<file path="src/rtl/tank_unit.sv">
// rtl/tank_unit.sv - per-player tank controller: movement, aim, fire reload, hit/invuln, death/respawn
module tank_unit #(
  parameter int         NUM_KEYS       = 6,
  parameter logic [7:0] KEY_LEFT       = 8'h04,
  parameter logic [7:0] KEY_RIGHT      = 8'h07,
  parameter logic [7:0] KEY_AIM_UP     = 8'h1A,
  parameter logic [7:0] KEY_AIM_DN     = 8'h16,
  parameter logic [7:0] KEY_FIRE       = 8'h2C,
  parameter int         X_INIT         = 140,
  parameter int         X_MIN          = 4,
  parameter int         X_MAX          = 635,
  parameter int         X_STEP         = 1,
  parameter int         TANK_SIZE      = 4,
  parameter int         AIM_W          = 6,
  parameter int         AIM_INIT       = 0,
  parameter int         AIM_MAX        = 60,
  parameter int         AIM_STEP       = 3,
  parameter int         HP_W           = 4,
  parameter int         HP_MAX         = 10,
  parameter int         RELOAD_FRAMES  = 30,
  parameter int         INVULN_FRAMES  = 20,
  parameter int         RESPAWN_FRAMES = 120
) (
  input  logic                  frame_clk,
  input  logic                  Reset,
  input  logic [8*NUM_KEYS-1:0] keycodes,
  input  logic                  hit,
  input  logic [9:0]            GroundY,
  output logic [9:0]            TankX,
  output logic [9:0]            TankY,
  output logic [9:0]            TankS,
  output logic                  Direction,
  output logic [AIM_W-1:0]      Aim,
  output logic                  shoot,
  output logic [HP_W-1:0]       HP,
  output logic                  alive,
  output logic                  invuln
);

  localparam int CNT_MAX_A = (RELOAD_FRAMES > INVULN_FRAMES) ? RELOAD_FRAMES : INVULN_FRAMES;
  localparam int CNT_MAX   = (CNT_MAX_A > RESPAWN_FRAMES) ? CNT_MAX_A : RESPAWN_FRAMES;
  localparam int CNT_W     = $clog2(CNT_MAX + 1);

  localparam logic [9:0]       X_INIT_V  = 10'(X_INIT);
  localparam logic [9:0]       X_MIN_V   = 10'(X_MIN);
  localparam logic [9:0]       X_MAX_V   = 10'(X_MAX);
  localparam logic [9:0]       X_STEP_V  = 10'(X_STEP);
  localparam logic [9:0]       X_LO      = 10'(X_MIN + X_STEP);
  localparam logic [9:0]       X_HI      = 10'(X_MAX - X_STEP);
  localparam logic [9:0]       TS_V      = 10'(TANK_SIZE);
  localparam logic [AIM_W-1:0] AIM_INIT_V = AIM_W'(AIM_INIT);
  localparam logic [AIM_W-1:0] AIM_MAX_V  = AIM_W'(AIM_MAX);
  localparam logic [AIM_W-1:0] AIM_STEP_V = AIM_W'(AIM_STEP);
  localparam logic [AIM_W-1:0] AIM_HI     = AIM_W'(AIM_MAX - AIM_STEP);
  localparam logic [HP_W-1:0]  HP_MAX_V   = HP_W'(HP_MAX);
  localparam logic [CNT_W-1:0] RELOAD_LD  = CNT_W'(RELOAD_FRAMES - 1);
  localparam logic [CNT_W-1:0] INVULN_LD  = CNT_W'(INVULN_FRAMES - 1);
  localparam logic [CNT_W-1:0] RESPAWN_LD = CNT_W'(RESPAWN_FRAMES - 1);

  typedef enum logic [1:0] {S_ALIVE, S_INVULN, S_DEAD} state_t;

  state_t           state_q, state_d;
  logic [9:0]       x_q, x_d;
  logic [9:0]       y_q, y_d;
  logic             dir_q, dir_d;
  logic [AIM_W-1:0] aim_q, aim_d;
  logic [HP_W-1:0]  hp_q, hp_d;
  logic             shoot_q, shoot_d;
  logic [CNT_W-1:0] reload_q, reload_d;
  logic [CNT_W-1:0] cnt_q, cnt_d;
  logic             up_prev_q, dn_prev_q, fire_prev_q;

  logic k_left, k_right, k_up, k_dn, k_fire;
  logic up_edge, dn_edge, fire_edge, fatal;

  always_comb begin
    k_left  = 1'b0;
    k_right = 1'b0;
    k_up    = 1'b0;
    k_dn    = 1'b0;
    k_fire  = 1'b0;
    for (int i = 0; i < NUM_KEYS; i++) begin
      if (keycodes[8*i +: 8] == KEY_LEFT)   k_left  = 1'b1;
      if (keycodes[8*i +: 8] == KEY_RIGHT)  k_right = 1'b1;
      if (keycodes[8*i +: 8] == KEY_AIM_UP) k_up    = 1'b1;
      if (keycodes[8*i +: 8] == KEY_AIM_DN) k_dn    = 1'b1;
      if (keycodes[8*i +: 8] == KEY_FIRE)   k_fire  = 1'b1;
    end
  end

  assign up_edge   = k_up & ~up_prev_q;
  assign dn_edge   = k_dn & ~dn_prev_q;
  assign fire_edge = k_fire & ~fire_prev_q;
  assign fatal     = (state_q == S_ALIVE) && hit && (hp_q <= HP_W'(1));

  always_comb begin
    state_d  = state_q;
    x_d      = x_q;
    dir_d    = dir_q;
    aim_d    = aim_q;
    hp_d     = hp_q;
    shoot_d  = 1'b0;
    reload_d = reload_q;
    cnt_d    = cnt_q;
    // Terrain follows in every state; clamp below at 0.
    y_d      = (GroundY < TS_V) ? 10'd0 : GroundY - TS_V;

    case (state_q)
      S_ALIVE, S_INVULN: begin
        if (k_left && !k_right) begin
          x_d   = (x_q < X_LO) ? X_MIN_V : x_q - X_STEP_V;
          dir_d = 1'b0;
        end else if (k_right && !k_left) begin
          x_d   = (x_q > X_HI) ? X_MAX_V : x_q + X_STEP_V;
          dir_d = 1'b1;
        end

        if (up_edge && !dn_edge) begin
          aim_d = (aim_q > AIM_HI) ? AIM_MAX_V : aim_q + AIM_STEP_V;
        end else if (dn_edge && !up_edge) begin
          aim_d = (aim_q < AIM_STEP_V) ? '0 : aim_q - AIM_STEP_V;
        end

        if (fire_edge && (reload_q == '0) && !fatal) begin
          shoot_d  = 1'b1;
          reload_d = RELOAD_LD;
        end else if (reload_q != '0) begin
          reload_d = reload_q - 1'b1;
        end

        if (fatal) begin
          hp_d     = hp_q - 1'b1;
          state_d  = S_DEAD;
          cnt_d    = RESPAWN_LD;
          reload_d = '0;
        end else if ((state_q == S_ALIVE) && hit) begin
          hp_d    = hp_q - 1'b1;
          state_d = S_INVULN;
          cnt_d   = INVULN_LD;
        end else if (state_q == S_INVULN) begin
          // Leave on the edge that drains the counter so the next hit counts INVULN_FRAMES later.
          if (cnt_q <= CNT_W'(1)) begin
            state_d = S_ALIVE;
            cnt_d   = '0;
          end else begin
            cnt_d = cnt_q - 1'b1;
          end
        end
      end

      S_DEAD: begin
        reload_d = '0;
        if (cnt_q == '0) begin
          state_d = S_ALIVE;
          x_d     = X_INIT_V;
          hp_d    = HP_MAX_V;
          dir_d   = 1'b1;
          aim_d   = AIM_INIT_V;
        end else begin
          cnt_d = cnt_q - 1'b1;
        end
      end

      default: begin
        state_d = S_ALIVE;
      end
    endcase
  end

  always_ff @(posedge frame_clk) begin
    if (Reset) begin
      state_q     <= S_ALIVE;
      x_q         <= X_INIT_V;
      y_q         <= '0;
      dir_q       <= 1'b1;
      aim_q       <= AIM_INIT_V;
      hp_q        <= HP_MAX_V;
      shoot_q     <= 1'b0;
      reload_q    <= '0;
      cnt_q       <= '0;
      up_prev_q   <= 1'b0;
      dn_prev_q   <= 1'b0;
      fire_prev_q <= 1'b0;
    end else begin
      state_q     <= state_d;
      x_q         <= x_d;
      y_q         <= y_d;
      dir_q       <= dir_d;
      aim_q       <= aim_d;
      hp_q        <= hp_d;
      shoot_q     <= shoot_d;
      reload_q    <= reload_d;
      cnt_q       <= cnt_d;
      up_prev_q   <= k_up;
      dn_prev_q   <= k_dn;
      fire_prev_q <= k_fire;
    end
  end

  assign TankX     = x_q;
  assign TankY     = y_q;
  assign TankS     = TS_V;
  assign Direction = dir_q;
  assign Aim       = aim_q;
  assign shoot     = shoot_q;
  assign HP        = hp_q;
  assign alive     = (state_q != S_DEAD);
  assign invuln    = (state_q == S_INVULN);

endmodule

</file>
<file path="config.mk">
export PLATFORM = sky130hd
export DESIGN_NAME = tank_unit
export DESIGN_NICKNAME = d
export VERILOG_FILES = /design/src/rtl/tank_unit.sv
export SDC_FILE = /design/constraint.sdc
export NUM_CORES = 1
export LEC_CHECK = 0
export BUFFER_PORTS_ARGS = -buffer_cell sky130_fd_sc_hd__buf_2
export CAP_MARGIN = 30
export CORE_MARGIN = 5
export CORE_UTILIZATION = 57
export CTS_CLUSTER_DIAMETER = 80
export DETAILED_ROUTE_END_ITERATION = 10
export PLACE_DENSITY = 0.95
export REMOVE_ABC_BUFFERS = 1
export SYNTH_ARGS = -nofsm -noshare
export SYNTH_HDL_FRONTEND = slang
export SYNTH_SLANG_ARGS = --single-unit
</file>
<file path="constraint.sdc">
create_clock -name frame_clk -period 10.1 [get_ports frame_clk]
set_clock_uncertainty 0.15 [all_clocks]
set_input_delay 1.515 -clock frame_clk [delete_from_list [all_inputs] [get_ports frame_clk]]
set_output_delay 1.515 -clock frame_clk [all_outputs]
set_load 0.05 [all_outputs]
</file>
=== Yosys cells after proc, flatten, opt, wreduce, memory -nomap -nowiden ===
Index checks and enable logic that the tools add are counted.

* Magnitude comparators: 7
* Reductions and logical operators: 27
* Muxes and demuxes: 67
* Equal/unequal tests: 41
* $add $sub $neg: 8
* Bitwise logic cells: 7

{| class="wikitable"
|+ Operators with widths
! kind !! number
|-
| 8-bit by 3-bit == test with 1-bit output (second input constant) || 12
|-
| 8-bit by 5-bit == test with 1-bit output (second input constant) || 12
|-
| 7-bit 2-to-1 mux || 8
|-
| 10-bit 2-to-1 mux || 5
|-
| 8-bit by 6-bit == test with 1-bit output (second input constant) || 6
|-
| 1-bit 2-to-1 mux || 34
|-
| 6-bit 2-to-1 mux || 5
|-
| 7-bit one-hot mux with 2 select lines || 2
|-
| 10-bit by 3-bit less-than comparator with 1-bit output (second input constant) || 2
|-
| 10-bit one-hot mux with 2 select lines || 1
|-
| 3-bit AND reduction || 5
|-
| 7-bit zero test || 2
|-
| 7-bit by 1-bit subtractor with 7-bit output (second input constant) || 2
|-
| 4-bit 2-to-1 mux || 3
|-
| 4-bit != test (second input constant) || 3
|-
| 6-bit one-hot mux with 2 select lines || 1
|-
| 10-bit by 1-bit adder with 10-bit output (second input constant) || 1
|-
| 10-bit greater-than comparator (second input constant) || 1
|-
| 2-bit 2-to-1 mux || 5
|-
| 10-bit by 1-bit subtractor with 10-bit output (second input constant) || 1
|-
| 10-bit by 3-bit subtractor with 10-bit output (second input constant) || 1
|-
| 3-bit != test (second input constant) || 3
|-
| 1-bit logical AND || 8
|-
| 4-bit one-hot mux with 2 select lines || 1
|-
| other kinds (20) || 33
|}

* Input bits: 61
* Flip-flop bits (word level): 51

=== Logic depth before layout (Yosys ltp) ===
* Depth after elaboration: 13
* Mapped depth: 14
* Mapped depth without buffers: 13

=== Worst setup path before layout ===
No wires, ideal clock.

* Kind: input port to flip-flop
* From: in keycodes[37]
* To: reg x_q[8], in the netlist TankX[8]
* Stages on the path: 14
* Data arrival time: 4307 ps
* Path slack: 5500 ps
* Required time: 9807 ps
* Library setup time: 143 ps
* Path buffers: 1
* Cells stage by stage: or3_1 or4b_1 nor3_1 a31oi_1 o41ai_1 or4_1 ha_1 buf_6 or3b_2 or4_4 nand2_4 nor2b_1 a21oi_1 mux2i_1

* Word-level cells in the longest chain between the ends: 7

{| class="wikitable"
|+ RTL lines
! item !! RTL line !! source
|-
| start, declared || 26 || <nowiki>input logic [8*NUM_KEYS-1:0] keycodes,</nowiki>
|-
| 8-bit by 3-bit == test with 1-bit output, on equally long branches || 84, 83 ||
|-
| 1-bit 2-to-1 mux, on equally long branches (2 in a row) || 84, 83 ||
|-
| 1-bit zero test, on equally long branches || 110, 113 ||
|-
| 1-bit logical AND, on equally long branches || 110, 113 ||
|-
| 3-bit != test (no source line) / 10-bit 2-to-1 mux (equally long branches) || n/a ||
|-
| 3-bit AND reduction (no source line) / 10-bit one-hot mux with 2 select lines (equally long branches) || n/a ||
|-
| end signal, assigned || 173 || <nowiki>x_q <= X_INIT_V;</nowiki>
|-
| end signal, assigned || 186 || <nowiki>x_q <= x_d;</nowiki>
|-
| end, declared || 63 || <nowiki>logic [9:0] x_q, x_d;</nowiki>
|}

Parallel ways exist; a longest one is shown, timed or not.
A chain may end at the register's enable or synchronous reset.

=== Worst setup path after layout ===
* From: in keycodes[37]
* To: reg x_q[6], in the netlist TankX[6]

The elaborated chain is that of the path after synthesis.

==> impl_metrics.csv <==
group,metric,value,unit
critical_path,ff2ff_setup_slack,7.44,ns
power_and_ir_drop,power_density,136.8,nW/um^2
critical_path,path_class,"in2reg",
layout,fin_nets,644,
sta,setup_viol,0,
layout,antenna_cells,0,
worst_hold_path,hold_start,"reload_q[6]",
global_routing,grt_pass1_wl,16440,um
power_and_ir_drop,p_int,342.1,uW
power_and_ir_drop,p_switching,222.4,uW
yosys,yosysSeqAreaShare,27.99,%
routing,drt-total-wl,9826,um
yosys,syn_area,3647,um^2
critical_path,r2r-start,"state_q[1]",
critical_path,crit_path_end_kind,"register",
clock_tree,cts-resized-gates,0,
floorplan,fp.dieH,89.99,um
worst_hold_path,holdPathStages,2,
power_and_ir_drop,p_leak,1.729,nW
critical_path,cp.required,10.17,ns
yosys,synth_area_leaders,"dfxtp_1 28%, nor2_1 7.2%, nand2_1 4.8%, ha_1 4.8%, o21ai_0 4.3%",
sta,tightest_slew,0.8462,ns
yosys,yosysTopAreaCellShare,27.99,%
critical_path,r2r-end,"Aim[4]",
yosys,ys_types,72,
floorplan,core,6277,um^2
global_routing,grt_max_degree,32,
critical_path,critical_path.max_fanout,16,
layout,area_growth,13.17,%
placement,hpwl,7488,um
sta,tns,0,ns
global_routing,grt_pass1_vias,3752,
sta,fmax,203.6,MHz
clock_tree,numCtsBuffers,5,
floorplan,rows,29,
yosys,syn_avg_cell_area,7.474,um^2
power_and_ir_drop,power_frac_seq,42.8,%
outcome,status,"completed",
floorplan,start_util,58.10,%
clock_tree,clk_pin_slew,0.10,ns
sta,finalCritPeriodShare,48.62,%
clock_tree,cts_tree,"done",
clock_tree,hold_buffers,0,
yosys,syn_inst,488,
sta,layout_min_cycle_time,4.911,ns
power_and_ir_drop,power_frac_comb,35.2,%
placement,pre_cts_ws,4.904,ns
yosys,synth_top_area_cell,"dfxtp_1",
job,cap_violations,0,
sta,slew_headroom,43.25,%
power_and_ir_drop,netSwitchingFraction,39.40,%
routing,wl_per_cell,15.19,um
global_routing,grt_use_total,23.16,%
routing,drt_iter0_markers,325,
worst_hold_path,hp-class,"reg2reg",
floorplan,die_x,89.99,um
global_routing,grt_overflow_total,0,
floorplan,io_pins,105,
routing,first_pass_iters,5,
sta,rsz0062_at_grt,"no",
global_routing,grt_antenna_before_repair,0,
clock_tree,htreeDepth,2,
yosys,yosys-top-cells-count,"70 x nor2_1, 51 x dfxtp_1, 47 x nand2_1, 31 x o21ai_0, 29 x nor3_1",
sta,final_max_slew_viol_count,0,
floorplan,die_area,8098,um^2
yosys,ys_ff_latch,51,
yosys,synth_enable_flop_cells,0,
power_and_ir_drop,ir_worst_vdd,106.0,uV
clock_tree,cts_setup_buffers,0,
worst_hold_path,min_delay_worst_endpoint,"reload_q[6]",
clock_tree,cts_root_buf,"clkbuf_8",
clock_tree,clockBufferDepth,2,
sta,hold_violations,0,
layout,layout-drive-gt1-share,20.70,%
power_and_ir_drop,power_frac_clock,22.0,%
sta,finalWorstSetupSlack,5.189,ns
layout,instances_no_fill,647,
yosys,synth_top_flop_cell,"dfxtp_1",
critical_path,critical_path_arrival,4.98,ns
placement,place.gp.congestion,0.9323,
clock_tree,clk_latency,0.32,ns
power_and_ir_drop,finalPower,564.5,uW
critical_path,start_kind,"primary input",
routing,ant_nets,0,
yosys,synth_most_common_cell,"nor2_1",
yosys,async_flop_share,0,%
critical_path,worstRegToRegCells,6,
placement,dp_cells,639,
clock_tree,clock-sinks,51,
yosys,yosysWarningCount,0,
routing,viasPerCell,6.002,
routing,vias,3883,
routing,drc,0,
placement,io_buffers,94,
-- metrics by stage --
stage / util, % / hold WS, ns / instance area [um^2]
global route: 65.76 / 0.3628 / 4128
CTS: 65.76 / 0.3407 / 4128
floorplan: - / 0.3024 / 3468
global placement: 64.28 / 0.3166 / 4035
finish: 65.76 / 0.3420 / 4128
detailed placement: 64.28 / 0.3256 / 4035
-- final cells by class --
class,instances,area (um^2)
multi-input cells,391,2350
fillers,531,2150
well taps,77,96.34
clock inverters,3,23.77
flip-flops and latches,51,1021
inverters,26,97.59
clock buffers,5,68.82
repair buffers,94,470.5
-- critical path: stages --
cell and delay [ns]:
buf_2 0.10, or3_1 0.37, or4b_1 0.49, nor3_1 0.21, a31oi_1 0.06, o41ai_1 0.09
or4_1 0.16, ha_1 0.49, or3b_2 0.51, or4_4 0.53, nand2_4 0.10, a21oi_1 0.07
a21oi_1 0.20, o21ai_1 0.07
-- how the worst max path moves through the flow --
| stage | depth (start not counted) | end | slack [ns] | startpoint |
|---|---|---|---|---|
| after floorplan | 13 | TankX[4] | 5.33 | keycodes[37] |
| after global placement | 14 | TankX[4] | 4.96 | keycodes[37] |
| after detailed placement | 14 | TankX[6] | 4.90 | keycodes[37] |
| after CTS | 14 | TankX[6] | 5.24 | keycodes[37] |
| after global routing | 14 | TankX[6] | 5.09 | keycodes[37] |
| final | 14 | TankX[6] | 5.19 | keycodes[37] |
-- cell families (layout without fill, tap and decap cells) --
group	Yosys count	count (layout)	share of synthesized area, %
fa+ha+maj	14	14	4.803
simple gates	238	238	33.89
xor+xnor	14	14	3.362
mux	9	9	2.504
other cells	2	10	0.2059
buf+inv	54	128	8.405
compound gates	106	106	18.83
flops	51	51	27.99
-- flip-flops by register name, indices dropped and copies added, names as in the netlist --
name	count
TankX	10
shoot	1
dn_prev_q	1
up_prev_q	1
TankY	10
HP	4
Aim	6
fire_prev_q	1
Direction	1
state_q	2
cnt_q	7
reload_q	7
-- routing by layer --
| layer | routed length (um) | GRT usage (%) | up-vias | share of wire (%) |
|---|---|---|---|---|
| met5 | 0 | 0 | - | 0 |
| li1 | - | - | 1909 | - |
| met3 | 513 | 4.257 | 25 | 5.2 |
| met4 | 151 | 8.189 | 0 | 1.5 |
| met1 | 3910 | 26.23 | 1820 | 40 |
| met2 | 5251 | 42.93 | 129 | 53 |
-- cells in the final DEF, fill, tap and decap left out, drive strengths merged, types with 4 or more instances in the layout --
cell type / n
nor4b: 4
or3: 9
xnor2: 7
o22ai: 4
nand3: 11
o21ai: 34
clkbuf: 5
or2: 4
nand4: 8
nor2b: 9
xor2: 7
o31ai: 4
nor3b: 5
nor3: 29
a32oi: 4
a22oi: 4
nand3b: 5
nor4: 10
buf: 94
nand2: 48
ha: 14
inv: 27
a31oi: 7
a21oi: 20
conb: 10
mux2i: 8
nor2: 70
dfxtp: 51
or4: 5
nand2b: 6
-- power by group through the flow --
| stage | combinational, mW | clock [mW] | sequential (mW) |
|---|---|---|---|
| floorplan | 0.125 | 0 | 0.257 |
| global placement | 0.182 | 0 | 0.243 |
| detailed placement | 0.193 | 0 | 0.245 |
| CTS | 0.196 | 0.126 | 0.240 |
| global route | 0.220 | 0.133 | 0.244 |
| finish | 0.199 | 0.124 | 0.241 |
(Power assumes the default switching activity.)
